$ cat src/rtl/page_walker.sv
`default_nettype none
// ============================================================================
// Module   : page_walker
// Purpose  : Two-level Sv32-style page table walker. Accepts one walk at a
//            time, issues at most one PTE load at a time, decodes PTEs and
//            returns a one-cycle result pulse with fault/permission info.
// Ports    : clk, rst_n (async, active-low)
//            IN_rq / IN_rqID   - walk request and requester ID
//            IN_flush          - abort current walk
//            OUT_ldUOp         - PTE load request (addr, valid)
//            IN_ldStall        - load port refused OUT_ldUOp this cycle
//            IN_ldResUOp       - PTE load data return (data, valid)
//            OUT_res           - walk result (vpn, ppn, fault, rwx, ...)
// Config   : define PW_SUPERPAGE_EN to accept level-1 leaves as superpages;
//            otherwise any level-1 leaf faults and isSuperPage is tied 0.
// Revision : 1.0 - initial release
// ============================================================================

package page_walker_pkg;

  localparam logic [1:0] PRIV_USER       = 2'd0;
  localparam logic [1:0] PRIV_SUPERVISOR = 2'd1;
  localparam logic [1:0] PRIV_MACHINE    = 2'd3;

  typedef struct packed {
    logic [31:0] addr;
    logic [21:0] rootPPN;
    logic [1:0]  priv;
    logic        supervUserMemory;
    logic        makeExecReadable;
    logic        valid;
  } PageWalkRq;

  typedef struct packed {
    logic [31:0] addr;
    logic        valid;
  } PW_LD_UOp;

  typedef struct packed {
    logic [31:0] data;
    logic        valid;
  } PW_LD_RES_UOp;

  typedef struct packed {
    logic [19:0] vpn;
    logic [21:0] ppn;
    logic        pageFault;
    logic        isSuperPage;
    logic [2:0]  rwx;
    logic [1:0]  rqID;
    logic        valid;
    logic        busy;
  } PageWalkRes;

endpackage

module page_walker
  import page_walker_pkg::*;
(
  input  logic         clk,
  input  logic         rst_n,
  input  PageWalkRq    IN_rq,
  input  logic [1:0]   IN_rqID,
  input  logic         IN_flush,
  output PW_LD_UOp     OUT_ldUOp,
  input  logic         IN_ldStall,
  input  PW_LD_RES_UOp IN_ldResUOp,
  output PageWalkRes   OUT_res
);

`ifdef PW_SUPERPAGE_EN
  localparam logic SUPER_EN = 1'b1;
`else
  localparam logic SUPER_EN = 1'b0;
`endif

  typedef enum logic [2:0] {
    S_IDLE  = 3'd0,
    S_ISS1  = 3'd1,
    S_WAIT1 = 3'd2,
    S_ISS0  = 3'd3,
    S_WAIT0 = 3'd4,
    S_DRAIN = 3'd5,
    S_DONE  = 3'd6
  } state_t;

  state_t      state_q, state_d;
  logic [19:0] vpn_q;
  logic [21:0] root_q;
  logic [1:0]  priv_q;
  logic        sum_q, mxr_q;
  logic [1:0]  rqid_q;
  logic [21:0] nppn_q, nppn_d;
  logic [21:0] res_ppn_q, res_ppn_d;
  logic [2:0]  res_rwx_q, res_rwx_d;
  logic        res_fault_q, res_fault_d;
  logic        res_super_q, res_super_d;

  // PTE address is formed at 34 bits so that an out-of-range table address
  // can be detected instead of silently wrapping.
  logic [33:0] w_addr1, w_addr0, w_iss_addr;
  logic        w_is_iss, w_iss_ovf, w_ld_valid, w_ld_fire, w_accept;
  logic [31:0] w_pte;
  logic        w_v, w_r, w_w, w_x, w_u, w_a;
  logic        w_pte_bad, w_leaf, w_perm_fault, w_sp_fault;
  logic [2:0]  w_rwx;
  logic [12:0] w_unused_bits;

  assign w_addr1    = {root_q, 12'b0} + {22'b0, vpn_q[19:10], 2'b00};
  assign w_addr0    = {nppn_q, 12'b0} + {22'b0, vpn_q[9:0], 2'b00};
  assign w_is_iss   = (state_q == S_ISS1) || (state_q == S_ISS0);
  assign w_iss_addr = (state_q == S_ISS0) ? w_addr0 : w_addr1;
  assign w_iss_ovf  = |w_iss_addr[33:32];
  assign w_ld_valid = w_is_iss && !w_iss_ovf;
  assign w_ld_fire  = w_ld_valid && !IN_ldStall;
  assign w_accept   = (state_q == S_IDLE) && IN_rq.valid && !IN_flush;

  assign w_pte = IN_ldResUOp.data;
  assign w_v   = w_pte[0];
  assign w_r   = w_pte[1];
  assign w_w   = w_pte[2];
  assign w_x   = w_pte[3];
  assign w_u   = w_pte[4];
  assign w_a   = w_pte[6];

  assign w_pte_bad    = !w_v || (!w_r && w_w);
  assign w_leaf       = w_r || w_x;
  assign w_perm_fault = !w_a
                      || ((priv_q == PRIV_USER) && !w_u)
                      || ((priv_q == PRIV_SUPERVISOR) && w_u && !sum_q);
  // A level-1 leaf must be 4 MiB aligned when superpages are supported.
  assign w_sp_fault   = SUPER_EN ? (|w_pte[19:10]) : 1'b1;
  assign w_rwx        = {w_r | (w_x & mxr_q), w_w, w_x};

  // G, D and RSW bits and the page offset play no part in the walk.
  assign w_unused_bits = {IN_rq.addr[11:0], ^{w_pte[9:7], w_pte[5]}};

  always_comb begin
    state_d     = state_q;
    nppn_d      = nppn_q;
    res_ppn_d   = res_ppn_q;
    res_rwx_d   = res_rwx_q;
    res_fault_d = res_fault_q;
    res_super_d = res_super_q;
    case (state_q)
      S_IDLE: begin
        if (w_accept) begin
          state_d     = S_ISS1;
          res_ppn_d   = '0;
          res_rwx_d   = '0;
          res_fault_d = 1'b0;
          res_super_d = 1'b0;
        end
      end
      S_ISS1, S_ISS0: begin
        if (IN_flush) begin
          // An accepted load must still have its response drained.
          state_d = w_ld_fire ? S_DRAIN : S_IDLE;
        end else if (w_iss_ovf) begin
          state_d     = S_DONE;
          res_fault_d = 1'b1;
        end else if (!IN_ldStall) begin
          state_d = (state_q == S_ISS1) ? S_WAIT1 : S_WAIT0;
        end
      end
      S_WAIT1, S_WAIT0: begin
        if (IN_ldResUOp.valid) begin
          if (IN_flush) begin
            state_d = S_IDLE;
          end else if (!w_pte_bad && !w_leaf && (state_q == S_WAIT1)) begin
            state_d = S_ISS0;
            nppn_d  = w_pte[31:10];
          end else begin
            state_d     = S_DONE;
            res_ppn_d   = w_pte[31:10];
            res_rwx_d   = w_rwx;
            res_super_d = 1'b0;
            if (w_pte_bad || !w_leaf) begin
              res_fault_d = 1'b1;
            end else if (state_q == S_WAIT1) begin
              res_fault_d = w_perm_fault || w_sp_fault;
              res_super_d = SUPER_EN && !(w_perm_fault || w_sp_fault);
            end else begin
              res_fault_d = w_perm_fault;
            end
          end
        end else if (IN_flush) begin
          state_d = S_DRAIN;
        end
      end
      S_DRAIN: begin
        if (IN_ldResUOp.valid) state_d = S_IDLE;
      end
      S_DONE:  state_d = S_IDLE;
      default: state_d = S_IDLE;
    endcase
  end

  always_ff @(posedge clk or negedge rst_n) begin
    if (!rst_n) begin
      state_q     <= S_IDLE;
      vpn_q       <= '0;
      root_q      <= '0;
      priv_q      <= '0;
      sum_q       <= 1'b0;
      mxr_q       <= 1'b0;
      rqid_q      <= '0;
      nppn_q      <= '0;
      res_ppn_q   <= '0;
      res_rwx_q   <= '0;
      res_fault_q <= 1'b0;
      res_super_q <= 1'b0;
    end else begin
      state_q     <= state_d;
      nppn_q      <= nppn_d;
      res_ppn_q   <= res_ppn_d;
      res_rwx_q   <= res_rwx_d;
      res_fault_q <= res_fault_d;
      res_super_q <= res_super_d;
      if (w_accept) begin
        vpn_q  <= IN_rq.addr[31:12];
        root_q <= IN_rq.rootPPN;
        priv_q <= IN_rq.priv;
        sum_q  <= IN_rq.supervUserMemory;
        mxr_q  <= IN_rq.makeExecReadable;
        rqid_q <= IN_rqID;
      end
    end
  end

  always_comb begin
    OUT_ldUOp.valid = w_ld_valid;
    OUT_ldUOp.addr  = w_ld_valid ? w_iss_addr[31:0] : 32'h0;

    OUT_res.vpn         = vpn_q;
    OUT_res.ppn         = res_ppn_q;
    OUT_res.pageFault   = res_fault_q;
    OUT_res.isSuperPage = res_super_q & SUPER_EN;
    OUT_res.rwx         = res_rwx_q;
    OUT_res.rqID        = rqid_q;
    // A flush in the DONE cycle suppresses the result pulse.
    OUT_res.valid       = (state_q == S_DONE) && !IN_flush;
    OUT_res.busy        = (state_q != S_IDLE);
  end

endmodule

`default_nettype wire

$ cat config.mk
export PLATFORM = sky130hd
export DESIGN_NAME = page_walker
export DESIGN_NICKNAME = d
export VERILOG_FILES = /design/src/rtl/page_walker.sv
export SDC_FILE = /design/constraint.sdc
export NUM_CORES = 1
export LEC_CHECK = 0
export BUFFER_PORTS_ARGS = -buffer_cell sky130_fd_sc_hd__buf_2
export CAP_MARGIN = 10
export CORE_MARGIN = 2
export CORE_UTILIZATION = 30
export CTS_CLUSTER_DIAMETER = 60
export DETAILED_ROUTE_END_ITERATION = 10
export SKIP_LAST_GASP = 1
export SLEW_MARGIN = 0
export SYNTH_ARGS = -nofsm -noshare
export SYNTH_HDL_FRONTEND = slang
export SYNTH_SLANG_ARGS = --single-unit
$ cat constraint.sdc
create_clock -name clk -period 1.98 [get_ports clk]
set_input_delay 0.198 -clock clk [delete_from_list [all_inputs] [get_ports clk]]
set_output_delay 0.198 -clock clk [all_outputs]
set_load 0.02 [all_outputs]
======== After elaboration in Yosys (flattened, before gate mapping) ========
Index checks and enable logic that the tools add are counted.
storage, ports and cells
  memory bits (read-only) ................. 0
  register bits after elaboration ......... 99
  bits of input ports ..................... 98
  logic and storage cells ................. 104
  memories ................................ 0
  output and inout port bits .............. 84
  RAM bits ................................ 0
  latch bits .............................. 0
cells by class
  reductions and logical operators ........ 39
  magnitude comparators ................... 0
  muxes and demuxes ....................... 33
  multiply operators ...................... 0
  equal/unequal tests ..................... 16
  add/subtract/negate cells ............... 2
  shifts and indexed selects .............. 0
  div/mod/pow operators ................... 0
  bitwise gates (word level) .............. 3
operators with widths
  cell                                                                    number
  22-bit two-way mux                                                      4
  34-bit by 12-bit adder with 34-bit output                               2
  3-bit two-way mux                                                       15
  22-bit case mux with 2 select lines                                     1
  34-bit two-way mux                                                      1
  32-bit two-way mux                                                      1
  2-bit inequality test (second input constant)                           7
  3-bit case mux with 4 select lines                                      1
  1-bit logical AND                                                       11
  1-bit zero test                                                         10
  3-bit equality test (second input constant)                             3
  1-bit two-way mux                                                       8
  4-bit AND reduction                                                     2
  7-bit AND reduction                                                     1
  3-bit by 2-bit equality test with 1-bit output (second input constant)  2
  1-bit logical OR                                                        6
  3-bit case mux with 2 select lines                                      1
  3-bit nonzero test                                                      2
  2-bit OR reduction                                                      3
  5-bit AND reduction                                                     1
  4-bit inequality test (second input constant)                           1
  3-bit by 1-bit equality test with 1-bit output (second input constant)  1
  3-bit zero test                                                         1
  3-bit inequality test (second input constant)                           1
  7 further kinds                                                         7

======== Depth between registers and ports, before layout ========
  depth after elaboration ................. 10
  depth in mapped cells ................... 7
  depth with buffers taken out ............ 4

======== Worst setup path before layout ========
OpenSTA, ideal clock, no wires.
  path type ............................... reg2reg
  from .................................... reg state_q[1]
  to ...................................... reg res_ppn_q[10]
  path slack .............................. 130 ps
  period minus slack after synthesis ...... 1850 ps
  buffers on the path ..................... 2
  required time ........................... 1901 ps
  cell stages (with the launch flop) ...... 6
  arrival ................................. 1771 ps
  path through ............................ dfrtp_1 buf_6 o32a_4 a311oi_4 buf_8 mux2i_1
on the way
  longest elaborated chain between the ends .. 5
RTL lines
  item                             line      text
  start, declared                  87        state_t state_q, state_d;
  start signal, assigned           214       state_q <= state_d;
  3-bit zero test                  116, 145
  1-bit logical AND (2 in a row)   116       assign w_accept = (state_q == S_IDLE) && IN_rq.valid && !IN_flush;
  2-bit inequality test (no line)  -
  5-bit AND reduction (no line)    -
  end signal, assigned             216       res_ppn_q <= res_ppn_d;
  end, declared                    94        logic [21:0] res_ppn_q, res_ppn_d;
Several ways; a longest one is shown, not always the timed one.
A chain may end at the register's enable or synchronous reset.

==> flow_summary.json <==
{
  "status": "complete, but fails checks",
  "failed_checks": "setup timing",
  "crit_required_ns": 1.78,
  "die_h_microns": 129,
  "power_density_nw_per_um2": 1550,
  "die_w_microns": 129,
  "combPwrFrac": 0.499,
  "power_switching_mw": 4.16,
  "wl_microns": 13800,
  "io_pins": 182,
  "yosysMostFrequentCell": "dfrtp_1",
  "area_growth_pct": 42.8,
  "fmax_mhz": 485,
  "yosysWarnings": 0,
  "cts_tree": "built",
  "firstDrtPassIters": 4,
  "grt.overflow.total": 0,
  "numCtsBuffers": 9,
  "ys_seq_area_frac": 0.524,
  "vias": 3864,
  "cp-end-kind": "output pin",
  "seq_power_share": 0.320,
  "final.period_utilization": 1.04,
  "syn_avg_cell_area_sq_um": 10.9,
  "grt_first_pass_wirelength_microns": 19200,
  "busiest_layer": "met2",
  "netlist_area_sq_um": 4720,
  "wl_per_cell_microns": 16.7,
  "rsz0062_at_grt": "true",
  "core.rowCount": 45,
  "p_leak_nw": 3.27,
  "cts.clk_slew.worst_paths_ns": 0.07,
  "final_nets": 711,
  "multi_input_area_sq_um": 2140,
  "hold_path.class": "in2reg",
  "clkLatencyLatePin_ns": 0.34,
  "drive_gt1_frac": 0.548,
  "ir_drop_mv": 0.816,
  "gp_congestion": 0.926,
  "globalRouteMet2Util": 0.246,
  "port_buffers": 162,
  "cts.path.max_buffers": 2,
  "p_int_mw": 6.32,
  "min_period_ns": 2.06,
  "grt_max_degree": 48,
  "core_sq_um": 15300,
  "finalClockSkew_ns": 0.00643,
  "grt_pass1_vias": 3779,
  "setup_violations": 30,
  "synth_cells": 432,
  "antennaDiodeCount": 0,
  "synthArstFlopShare": 1.00,
  "drtIter0Drc": 191,
  "finish.utilization": 0.440,
  "clock_sinks": 99,
  "seq_area_sq_um": 2480,
  "worst_slack_ns": -0.0811,
  "critPathKind": "reg2out",
  "drv_cap": 0,
  "clkPwrFrac": 0.180,
  "grt_util_met3": 0.0533,
  "ant_nets": 0,
  "synth_edf_count": 0,
  "clock-root-buffer": "clkbuf_16",
  "grt_usage": 0.148,
  "met1_usage": 0.184,
  "antenna_found_initial": 0,
  "startpoint_type": "register",
  "synth_cell_types": 46,
  "synth_top_cell_by_area": "dfrtp_1",
  "ys_top_cells_by_area": "dfrtp_1, mux2_2, nand2_1, mux2i_1, a21oi_1",
  "synth_top_area_frac": 0.524,
  "h-tree-depth": 3,
  "tns_ns": -1.54,
  "initial_utilization": 0.308,
  "worstPathArrival_ns": 1.86,
  "crit_fanout": 8,
  "hold_viol_final": 0,
  "route.detailed.drc": 0,
  "switching_share": 0.397,
  "slew_violations": 0,
  "netlist_top_cells_count": "dfrtp_1, nand2_1, mux2_2, a21oi_1, inv_1",
  "vias_per_cell": 4.67,
  "die_area_sq_um": 16800,
  "place.detailed.hpwl_microns": 8880,
  "nFillCells": 1448,
  "ys_ff_latch": 99,
  "synth_ff_type": "dfrtp_1"
}
## critical path, stage by stage (launching register included)
cell and delay (ns):
dfrtp_2 0.39, buf_6 0.14, clkinvlp_4 0.12, nor3_4 0.20
buf_12 0.16, clkbuf_16 0.16, nand2_1 0.07, a21oi_2 0.13
buf_4 0.15
## final timing paths
check	startpoint	to	slack [ns]	cells past startpoint
max	state_q[1]	OUT_ldUOp[10]	-0.08	8
max reg2reg	state_q[1]	res_rwx_q[2]	0.02	7
min	IN_rq[56]	vpn_q[17]	0.08	2
max in group asynchronous	rst_n	state_q[2]	0.96	3
min reg2reg	root_q[1]	root_q[1]	0.51	1
min in group asynchronous	rst_n	root_q[14]	0.34	2
## power groups by stage
stage / combinational, mW / clock [mW] / sequential (mW)
after CTS: 4.34 / 1.95 / 3.34
after detailed placement: 4.27 / 0 / 3.37
after global placement: 4.20 / 0 / 3.33
final: 5.23 / 1.89 / 3.36
after global routing: 5.62 / 2.04 / 3.46
after floorplan: 2.40 / 0 / 3.80
## registers in the layout, indices dropped and copies added, names as in the netlist
| signal | count |
|---|---|
| rqid_q | 2 |
| nppn_q | 22 |
| res_fault_q | 1 |
| vpn_q | 20 |
| sum_q | 1 |
| res_rwx_q | 3 |
| mxr_q | 1 |
| res_ppn_q | 22 |
| priv_q | 2 |
| root_q | 22 |
| state_q | 3 |
## repair_timing
action                                  in CTS  in global routing
resized for setup                            8                 97
buffers inserted                             2                  9
endpoints found under the hold margin       29                  0
hold buffers                                 1                  0
endpoints found under the setup margin      31                 39
gates cloned                                 0                  7
pin swaps                                    0                 11
## placed cells by master, fill, tap and decap left out, types with 2 or more instances in the layout
cell type / synthesis / layout
nor4b_1: 2 / 2
buf_12: 0 / 7
nand3_1: 2 / 2
inv_1: 32 / 30
clkinvlp_4: 0 / 2
dfrtp_1: 99 / 96
conb_1: 1 / 3
mux2i_1: 24 / 23
dfrtp_2: 0 / 3
buf_2: 10 / 130
nand2_2: 0 / 5
nand2b_1: 3 / 3
nand2_4: 0 / 2
clkinv_2: 0 / 2
nor3_1: 4 / 2
bufinv_16: 0 / 2
buf_4: 5 / 42
a21oi_1: 36 / 7
nor2_1: 3 / 2
mux2_2: 71 / 71
buf_6: 1 / 14
a32oi_1: 2 / 2
a21oi_2: 0 / 28
clkbuf_16: 0 / 14
o31ai_1: 4 / 4
nand2_1: 90 / 83
## cell families after synthesis
group	Yosys count	share of synthesized area
other cells	1	0.000794
xor+xnor	1	0.00185
simple gates	113	0.103
buf+inv	64	0.0641
mux	97	0.226
flops	99	0.524
compound gates	57	0.0805
## cell type report
type                            count  share of cell area
Multi-Input combinational cell    271               0.318
Inverter                           32              0.0187
Sequential cell                    99               0.368
Clock buffer                       10              0.0354
Tap cell                          211              0.0391
Clock inverter                      5              0.0115
Timing Repair Buffer              200               0.210
## stage by stage
step / setup slack, ns / power (mW) / hold slack [ns] / cells / cell area (sq um)
2_1_floorplan: 0.130 / 6.19 / -0.0976 / 434 / 4730
3_3_place_gp: 0.0753 / 7.52 / 0.160 / 795 / 5850
3_5_place_dp: 0.0542 / 7.65 / 0.167 / 795 / 5850
4_1_cts: -0.0994 / 9.63 / 0.0660 / 813 / 6210
5_1_grt: -0.198 / 11.1 / 0.0705 / 828 / 6750
6_report: -0.0811 / 10.5 / 0.0838 / 828 / 6750
## per-layer routing
metal  wire length, microns  vias up
met4                    233        0
met2                   6690      128
met5                      0        -
met3                    907       20
met1                   6010     1905
li1                       -     1811
Note: power is estimated with default switching activity, not from simulation.
